`src/rtl/rom_burst_reader.sv`:
```
// rom_burst_reader: burst reader for a registered 16x4 ROM, emits words as a valid/ready stream
module rom_burst_reader #(
  parameter int ADDR_W = 4,
  parameter int DATA_W = 4
) (
  input  logic              clk,
  input  logic              rst_n,
  input  logic              start,
  input  logic [ADDR_W-1:0] base_addr,
  input  logic [ADDR_W:0]   length,
  output logic              busy,
  output logic              done,
  output logic              rom_en,
  output logic [ADDR_W-1:0] rom_addr,
  input  logic [DATA_W-1:0] rom_data,
  output logic              out_valid,
  output logic [DATA_W-1:0] out_data,
  output logic              out_last,
  input  logic              out_ready
);
  typedef enum logic [1:0] {IDLE, RUN, FIN} state_t;
  state_t state, state_nx;
  logic [ADDR_W-1:0] addr_q;
  logic [ADDR_W:0] iss_left, out_left;
  logic inflight, rd_ptr, wr_ptr, pop;
  logic [1:0] occ;
  logic [DATA_W-1:0] buf_q [2];
  // next state and all outputs; issue only if the result is guaranteed a buffer slot
  always_comb begin
    state_nx = state;
    if (state == IDLE && start) state_nx = (length == '0) ? FIN : RUN;
    else if (state == RUN && pop && out_last) state_nx = FIN;
    else if (state == FIN) state_nx = IDLE;
    out_valid = state == RUN && occ != 2'd0;
    pop = out_valid && out_ready;
    out_last = out_valid && out_left == 1;
    out_data = buf_q[rd_ptr];
    rom_en = state == RUN && iss_left != '0 &&
             ({1'b0, occ} + {2'b0, inflight}) < (3'd2 + {2'b0, pop});
    rom_addr = addr_q;
    busy = state != IDLE;
    done = state == FIN;
  end
  // state register plus read-address and word counters
  always_ff @(posedge clk or negedge rst_n) begin
    if (!rst_n) begin
      state <= IDLE;
      addr_q <= '0;
      iss_left <= '0;
      out_left <= '0;
      inflight <= 1'b0;
    end else begin
      state <= state_nx;
      inflight <= rom_en;
      if (state == IDLE && start) begin
        addr_q <= base_addr;
        iss_left <= length;
        out_left <= length;
      end else begin
        if (rom_en) addr_q <= addr_q + 1'b1;
        if (rom_en) iss_left <= iss_left - 1'b1;
        if (pop) out_left <= out_left - 1'b1;
      end
    end
  end
  // two-entry fifo capturing ROM data the cycle after each read
  always_ff @(posedge clk or negedge rst_n) begin
    if (!rst_n) begin
      buf_q[0] <= '0;
      buf_q[1] <= '0;
      wr_ptr <= 1'b0;
      rd_ptr <= 1'b0;
      occ <= 2'd0;
    end else begin
      if (inflight) buf_q[wr_ptr] <= rom_data;
      if (inflight) wr_ptr <= ~wr_ptr;
      if (pop) rd_ptr <= ~rd_ptr;
      occ <= occ + {1'b0, inflight} - {1'b0, pop};
    end
  end
endmodule

```
`config.mk`:
```
export PLATFORM = sky130hd
export DESIGN_NAME = rom_burst_reader
export DESIGN_NICKNAME = d
export VERILOG_FILES = /design/src/rtl/rom_burst_reader.sv
export SDC_FILE = /design/constraint.sdc
export NUM_CORES = 1
export LEC_CHECK = 0
export ABC_AREA = 0
export BUFFER_PORTS_ARGS = -buffer_cell sky130_fd_sc_hd__buf_4
export CAP_MARGIN = 10
export CORE_MARGIN = 5
export CORE_UTILIZATION = 35
export CTS_CLUSTER_SIZE = 24
export DETAILED_ROUTE_END_ITERATION = 10
export GPL_TIMING_DRIVEN = 0
export PLACE_DENSITY_LB_ADDON = 0.08
export SYNTH_ARGS = -nofsm -noshare
export SYNTH_HDL_FRONTEND = slang
export SYNTH_SLANG_ARGS = --single-unit
```
`constraint.sdc`:
```
create_clock -name clk -period 4.6 [get_ports clk]
set_clock_uncertainty 0.2 [all_clocks]
set_input_delay 0.92 -clock clk [delete_from_list [all_inputs] [get_ports clk]]
set_output_delay 0.92 -clock clk [all_outputs]
set_load 0.1 [all_outputs]
```
==> results.toml <==
[placed_design]
dp_hpwl_microns = 2840
io_buffers = 29
gp_congestion = 0.799

[critical_path]
critical_path_arrival_ns = 2.36
worstSetupPathType = "register to primary output"
worstPathMaxFanout = 10
critical_path_required_ns = 3.48
cp-start-kind = "register"
endpoint_kind = "primary output"

[sta]
min_period_ns = 3.48
finalHoldViolations = 0
min_period_over_period_pct = 75.7
setup_viol = 0
tightestPinTransition_ns = 1.07
drv_slew = 0
max_freq_mhz = 287
setup_tns_ns = 0
rsz0062_at_grt = "false"
relSlewSlack_pct = 28.8

[global_route]
grtUsageTotal_pct = 13.0
grt.overflow.total = 0
grt_max_degree = 30
antenna_found_initial = 0
grt_pass1_wl_microns = 6190
grt_pass1_vias = 1307

[floorplanning]
die-area_sq_um = 5990
io-pin-count = 30
num_rows = 24
die-height_microns = 77.4
coreArea_sq_um = 4380
die_w_microns = 77.4
start_util_pct = 36.3

[clock_tree]
cts_resized = 0
clk_latency_ns = 0.28
htree_num_levels = 2
numCtsBuffers = 5
clkTransAtPathRegs_ns = 0.07
cts_root_buf = "clkbuf_8"
numClockSinks = 29
ctsHoldBuffers = 0
post-cts-setup-buffers = 0
cts_max_path_buffers = 2
cts_tree = "built"

[layout]
num_antenna_cells = 0
syn_to_final_growth_pct = 25.1
layout-drive-gt1-share_pct = 30.3
nets = 212

[yosys]
ys_top_cells_by_area = "dfrtp_1 (46%), mux2_2 (8.5%), ha_1 (6.3%)"
yosys_register_bits = 29
synth_largest_area_cell = "dfrtp_1"
syn_inst = 151
ys_warn_count = 0
synthFlopType = "dfrtp_1"
synth_edf_count = 0
synth_most_common_cell = "dfrtp_1"
synth_top_area_share_pct = 45.6
yosysSeqAreaShare_pct = 45.6
syn_area_sq_um = 1590
synth.avg_cell_area_sq_um = 10.5
synth_cell_types = 42
synthTopCellsByCount = "dfrtp_1 (29), mux2_2 (12), nor2_1 (12)"
async_flop_share_pct = 100
synthesis.nets = 176

[run_status]
status = "complete, no violations"

[routing]
ant_nets = 0
drt_first_pass_iters = 4
routed_via_density = 5.30
remaining_drc_errors = 0
wirelength_microns = 3770
drt_iter0_markers = 44
vias = 1272
wl_per_cell_microns = 15.7

[hold_path]
min_path_type = "register to register"

[flow_run]
drv_cap = 0
==> critical path, cell delays in order, from the launching register on <==
cell and delay, ns:
dfrtp_1 0.45, ha_1 0.23, ha_1 0.19, or3_4 0.42
buf_2 0.19, nor2_1 0.24, buf_4 0.35
==> layout make-up <==
type                    count  area, sq um
flip-flops and latches     29          726
repair buffers             29          218
plain buffers               5         31.3
well taps                  52         65.1
multi-input cells         106          792
clock inverters             1         30.0
inverters                  11         41.3
clock buffers               7         86.3
fillers                   435         2390
==> through the flow <==
| stage | hold slack [ns] | setup slack [ns] | util [%] | instances | instance area (sq um) |
|---|---|---|---|---|---|
| after global routing | 0.330 | 1.02 | 45.4 | 240 | 1990 |
| after global placement | 0.277 | 1.09 | 42.7 | 232 | 1870 |
| after detailed placement | 0.289 | 1.12 | 42.7 | 232 | 1870 |
| final | 0.294 | 1.12 | 45.4 | 240 | 1990 |
| after floorplan | 0.261 | 0.442 | - | 151 | 1590 |
| after CTS | 0.301 | 1.08 | 45.4 | 240 | 1990 |
==> sequential cells by signal, indices dropped and copies added, names as in the netlist <==
name      cells
wr_ptr        1
rd_ptr        1
rom_addr      4
out_left      5
occ           2
iss_left      5
state         2
inflight      1
buf_q         8
==> cells in the final DEF (no fill, tap or decap), drive strengths merged, types with 2 or more instances in the layout <==
| cell type | count |
|---|---|
| nand2b | 4 |
| xnor2 | 3 |
| nor3 | 3 |
| buf | 32 |
| o311ai | 2 |
| ha | 8 |
| or4 | 6 |
| dfrtp | 29 |
| clkbuf | 9 |
| o21ai | 3 |
| or3 | 5 |
| o211ai | 3 |
| inv | 11 |
| o31ai | 4 |
| nor2b | 2 |
| a21oi | 2 |
| or2 | 3 |
| mux2 | 13 |
| a31oi | 7 |
| nor2 | 12 |
| o41ai | 2 |
| nand2 | 8 |
| nand3 | 5 |
==> layer usage <==
metal | up-vias | track usage (%) | wire (microns)
met4 | 0 | 4.98 | 44
met2 | 15 | 20.7 | 1830
met1 | 624 | 16.1 | 1760
met5 | - | 0 | 0
met3 | 4 | 4.86 | 134
li1 | 629 | - | -
==> cell families (layout without fill, tap and decap cells) <==
logic type                 count (synthesis)  in the layout  synth area share [%]
muxes                                     14             14                  9.83
xor gates and xnor gates                   4              4                  2.20
AOI/OAI and AO/OA                         28             28                  12.7
adders and majority gates                  8              8                  6.29
buffers and inverters                     16             53                  4.56
and+or+nand+nor                           52             52                  18.7
DFF                                       29             29                  45.6
==> worst paths after layout <==
kind	cells after the start	endpoint	from	slack [ns]
hold / removal	1	wr_ptr	wr_ptr	0.29
hold reg to reg	1	wr_ptr	wr_ptr	0.29
min in group asynchronous	1	out_left[4]	rst_n	0.35
setup / recovery	6	rom_en	inflight	1.12
setup reg to reg	6	rom_addr[2]	inflight	2.26
max in group asynchronous	1	iss_left[3]	rst_n	3.56
Power is not shown: default switching activity piles up to over one toggle a cycle in this logic, so the estimate is an artifact.
